### config.mk
export PLATFORM = sky130hd
export DESIGN_NAME = fb_cell_writer
export DESIGN_NICKNAME = d
export VERILOG_FILES = /design/src/rtl/fb_cell_writer.sv
export SDC_FILE = /design/constraint.sdc
export NUM_CORES = 1
export LEC_CHECK = 0
export ABC_AREA = 0
export CAP_MARGIN = 20
export CORE_MARGIN = 2
export CORE_UTILIZATION = 38
export CTS_BUF_LIST = sky130_fd_sc_hd__clkbuf_4 sky130_fd_sc_hd__clkbuf_8
export CTS_CLUSTER_DIAMETER = 80
export DETAILED_ROUTE_END_ITERATION = 6
export GPL_ROUTABILITY_DRIVEN = 0
export SLEW_MARGIN = 0
export SYNTH_ARGS = -nofsm -noshare
export SYNTH_HDL_FRONTEND = slang
export SYNTH_SLANG_ARGS = --single-unit
### constraint.sdc
create_clock -name clk108 -period 2.35 [get_ports clk108]
set_input_delay 0.235 -clock clk108 [delete_from_list [all_inputs] [get_ports clk108]]
set_output_delay 0.235 -clock clk108 [all_outputs]
set_load 0.005 [all_outputs]
### src/rtl/fb_cell_writer.sv
// Packs 1-bit cells MSB-first into PIX_PER_WORD-bit framebuffer words and writes one frame per frame_start.
// Latency: wren_a rises one cycle after the edge that accepts the last cell of a word; 20 cells per 21 cycles sustained.
// Backpressure: cell_ready is low outside FILL and during the single WRITE cycle; optional flush port under FB_CELL_WRITER_FLUSH_EN.
module fb_cell_writer #(
    parameter int          PIX_PER_WORD = 20,
    parameter logic [15:0] LAST_ADDR    = 16'hFFFF
) (
    input  logic                    clk108,
    input  logic                    reset,
    input  logic                    frame_start,
    input  logic                    cell_valid,
    input  logic                    cell_data,
`ifdef FB_CELL_WRITER_FLUSH_EN
    input  logic                    flush,
`endif
    output logic                    cell_ready,
    output logic [15:0]             address_a,
    output logic [PIX_PER_WORD-1:0] data_a,
    output logic                    wren_a,
    output logic                    busy,
    output logic                    frame_done
);

    localparam int CW = $clog2(PIX_PER_WORD + 1);

    typedef enum logic [1:0] {IDLE, FILL, WRITE, DONE} state_t;

    state_t                  state;
    logic [PIX_PER_WORD-1:0] pack;
    logic [CW-1:0]           bit_cnt;

    logic                    take;
    logic [PIX_PER_WORD-1:0] pack_nxt;
    logic [CW-1:0]           cnt_nxt;
    logic                    word_full;
    logic                    flush_now;
    logic [PIX_PER_WORD-1:0] word_out;

    // cell_ready is a registered copy of "state is FILL", so a handshake implies FILL
    assign take = cell_valid && cell_ready;

    // Next packed bits/count including this cycle's cell; word_out is left-justified when flushing early
    always_comb begin
        pack_nxt  = take ? {pack[PIX_PER_WORD-2:0], cell_data} : pack;
        cnt_nxt   = take ? bit_cnt + 1'b1 : bit_cnt;
        word_full = (cnt_nxt == CW'(PIX_PER_WORD));
`ifdef FB_CELL_WRITER_FLUSH_EN
        flush_now = flush && (state == FILL) && (bit_cnt != '0);
        word_out  = pack_nxt << (CW'(PIX_PER_WORD) - cnt_nxt);
`else
        flush_now = 1'b0;
        word_out  = pack_nxt;
`endif
    end

    // Frame FSM with all outputs registered alongside the state
    always_ff @(posedge clk108 or posedge reset) begin
        if (reset) begin
            state      <= IDLE;
            pack       <= '0;
            bit_cnt    <= '0;
            address_a  <= '0;
            data_a     <= '0;
            wren_a     <= 1'b0;
            cell_ready <= 1'b0;
            busy       <= 1'b0;
            frame_done <= 1'b0;
        end else begin
            case (state)
                IDLE: begin
                    frame_done <= 1'b0;
                    if (frame_start) begin
                        state      <= FILL;
                        address_a  <= '0;
                        bit_cnt    <= '0;
                        pack       <= '0;
                        cell_ready <= 1'b1;
                        busy       <= 1'b1;
                    end
                end
                FILL: begin
                    pack    <= pack_nxt;
                    bit_cnt <= cnt_nxt;
                    if (word_full || flush_now) begin
                        state      <= WRITE;
                        data_a     <= word_out;
                        wren_a     <= 1'b1;
                        cell_ready <= 1'b0;
                    end
                end
                WRITE: begin
                    wren_a  <= 1'b0;
                    bit_cnt <= '0;
                    pack    <= '0;
                    if (address_a == LAST_ADDR) begin
                        state      <= DONE;
                        address_a  <= '0;
                        frame_done <= 1'b1;
                    end else begin
                        state      <= FILL;
                        address_a  <= address_a + 16'd1;
                        cell_ready <= 1'b1;
                    end
                end
                DONE: begin
                    frame_done <= 1'b0;
                    busy       <= 1'b0;
                    state      <= IDLE;
                end
                default: begin
                    state      <= IDLE;
                    wren_a     <= 1'b0;
                    cell_ready <= 1'b0;
                    busy       <= 1'b0;
                    frame_done <= 1'b0;
                end
            endcase
        end
    end

endmodule

==> impl_metrics.py, run 1 <==
metrics = {
    "outcome": {
        "status": "finished clean",
    },
    "floorplan": {
        "die_area_um2": 9410,
        "die_h_um": 97.0,
        "num_rows": 33,
        "core_area_um2": 8300,
        "io-pin-count": 45,
        "start_util_pct": 39.6,
        "die_width_um": 97.0,
    },
    "clock_network": {
        "cts_made_buffers": 9,
        "tritoncts": "built",
        "cts-root-buf": "clkbuf_8",
        "cts_setup_buffers": 0,
        "numClockSinks": 67,
        "cts_hold_buf": 0,
        "cts.clk_slew.worst_paths_ns": 0.08,
        "cts_max_level": 3,
        "worstSkewPairLatency_ns": 0.34,
        "clk_path_buf_depth": 2,
        "ctsResizeCount": 0,
    },
    "critical_path": {
        "start_kind": "register",
        "cp_cell_sequence": "ha_1 -> nor3b_1 -> o21ai_0 -> or4_2 -> buf_12 -> nand2_1 -> o21ai_2",
        "slowest_stage": "or4_2",
        "cp_data_arrival_time_ns": 2.37,
        "cp_slowest_stage_delay_ns": 0.59,
        "required_ns": 2.58,
        "crit_fanout": 41,
        "crit_type": "reg -> reg",
        "critPathCaptureType": "register",
    },
    "placement": {
        "port_buffers": 44,
        "placed_area_um2": 3920,
        "dp_hpwl_um": 4540,
        "dp_slack_ns": -0.0303,
    },
    "logic_synthesis": {
        "synth_cells": 329,
        "yosysWarningCount": 0,
        "netlist_area_um2": 3290,
        "synthFlopType": "dfrtp_1",
        "syn_nets": 340,
        "synth_seq_cells": 67,
        "avgSynthCellArea_um2": 9.99,
        "synth_edf_count": 0,
        "ys_async_sr_fraction_pct": 100,
        "synth.distinct_cells": 36,
        "synth-seq-area-share_pct": 51.0,
    },
    "routing": {
        "drt-initial-drc-count": 84,
        "ant_nets": 0,
        "dr.pass1.iters": 4,
        "vias_per_cell": 5.02,
        "drc": 0,
        "wl_um": 6840,
        "detail_route.wl_per_cell_um": 13.9,
        "vias": 2480,
    },
    "sta": {
        "rsz0062_at_grt": "no",
        "fmax_ghz": 0.467,
        "finalSetupViolCount": 0,
        "drv_slew": 0,
        "period_minus_slack_ns": 2.14,
        "tightest_slew_ns": 0.478,
        "fin_ws_ns": 0.209,
        "fin_crit_sh_pct": 91.1,
        "hold_viol_final": 0,
        "slew_headroom_pct": 67.9,
        "fin_skew_ns": 0.00511,
    },
    "power_and_ir_drop": {
        "p_leak_nw": 1.75,
        "irDropWorstVdd_mv": 0.354,
        "p_clk_share_pct": 33.1,
        "p_seq_share_pct": 39.3,
        "combPwrFrac_pct": 27.6,
        "swShare_pct": 33.4,
        "p_int_mw": 2.16,
        "powerDensity_nw_per_um2": 784,
        "p_switching_mw": 1.09,
    },
    "cells_and_area": {
        "nFillCells": 790,
        "diodes": 0,
        "final_cell_area_um2": 4150,
        "mostFrequentLayoutCells": "dfrtp_1 (67), nand2_1 (65), clkdlybuf4s50_1 (44)",
        "syn2layout_area_growth_pct": 26.1,
        "final_common_cell": "dfrtp_1",
        "nets": 395,
        "drive_gt1_share_pct": 14.7,
        "fin_util_pct": 49.9,
    },
    "global_route": {
        "grt_pass1_vias": 2489,
        "grt_pass1_wl_um": 11800,
        "overflow": 0,
        "antenna_found_initial": 0,
        "grt_max_degree": 46,
        "grt_usage_pct": 15.2,
    },
    "min_path": {
        "min_path_type": "in -> async",
    },
    "run": {
        "drv_cap": 0,
    },
}
[cells in the mapped netlist, drive strengths merged, types with 5 or more instances]
| master | count | area, um2 |
|---|---|---|
| nor2 | 17 | 63.8 |
| nand3 | 8 | 40.0 |
| buf | 7 | 62.6 |
| xnor2 | 7 | 61.3 |
| nand4 | 6 | 37.5 |
| nand2 | 65 | 244 |
| o21ai | 47 | 307 |
| clkbuf | 12 | 45.0 |
| mux2i | 21 | 210 |
| o31ai | 5 | 37.5 |
| ha | 6 | 75.1 |
| dfrtp | 67 | 1680 |
| inv | 10 | 37.5 |
| a22oi | 18 | 135 |
| xor2 | 5 | 43.8 |
[cell families (layout without fill, tap and decap cells)]
family,count (synthesis),after routing,share of synthesized area (%)
AND/OR/NAND/NOR,109,109,14.3
AO/OA/AOI/OAI,85,85,18.4
flip-flops,67,67,51.0
buffers and inverters,29,89,4.42
multiplexers,21,21,6.40
XOR/XNOR,12,12,3.20
adder cells (fa/ha/maj),6,6,2.28
[flip-flops by register name (all words and copies together) (netlist names)]
register    count
frame_done      1
data_a         20
pack           20
busy            1
cell_ready      1
bit_cnt         5
address_a      16
wren_a          1
state           2
[layout make-up]
class	instances	area, um2	share of cell area, %
Sequential cell	67	1680	40.4
Clock buffer	9	124	2.99
Timing Repair Buffer	63	608	14.7
Clock inverter	7	101	2.44
Multi-Input combinational cell	233	1470	35.4
Tap cell	105	131	3.17
Inverter	10	37.5	0.906
[critical path: cells and delay by family (launching register included)]
family / cells / cell delay (ns)
simple gates: 3 / 0.89
flops: 1 / 0.42
fa+ha+maj: 1 / 0.30
buf+inv: 1 / 0.22
compound gates: 2 / 0.19
[worst paths after layout]
kind | start | depth (start not counted) | to | slack [ns]
min reg2reg | data_a[16] | 2 | data_a[16] | 0.48
max | bit_cnt[1] | 7 | data_a[13] | 0.21
min in group clk108 | data_a[16] | 2 | data_a[16] | 0.48
min | reset | 3 | data_a[14] | 0.26
max in group asynchronous | reset | 3 | data_a[17] | 1.83
max reg2reg | bit_cnt[1] | 7 | data_a[13] | 0.21
[power by group through the flow]
| stage | clock network (mW) | registers, mW | logic (mW) |
|---|---|---|---|
| 6_report | 1.08 | 1.28 | 0.897 |
| 3_3_place_gp | 0 | 1.30 | 0.894 |
| 3_5_place_dp | 0 | 1.30 | 0.902 |
| 2_1_floorplan | 0 | 1.29 | 0.575 |
| 5_1_grt | 1.17 | 1.29 | 0.990 |
| 4_1_cts | 1.11 | 1.28 | 0.907 |
[per-layer routing]
metal  GRT usage [%]  vias to the layer above  part of all wire, %
met5               0                        -                    0
met3            5.06                        5                  3.7
met4            3.90                        0                 0.91
met1            19.9                     1159                   49
li1                -                     1270                    -
met2            24.3                       46                   46
[stage by stage]
step	std cells	setup TNS (ns)	hold slack [ns]	power (mW)
after global placement	478	-0.0480	0.461	2.19
final	494	0	0.258	3.25
after detailed placement	478	-0.399	0.463	2.20
after CTS	494	0	0.261	3.30
after floorplan	329	0	0.379	1.87
after global routing	494	0	0.266	3.44
Note: power is estimated with default switching activity, not from simulation.
==> inputs of run 2 (changes only) <==
Settings changed: ABC_AREA 0 to unset.
==> results of run 2 <==
Same layout as run 1: the final DEF is identical, and so are final timing and power.
==> inputs of run 3 (changes only) <==
Settings changed: SLEW_MARGIN 0 to unset.
==> results of run 3 <==
Same layout as run 1: the final DEF is identical, and so are final timing and power.
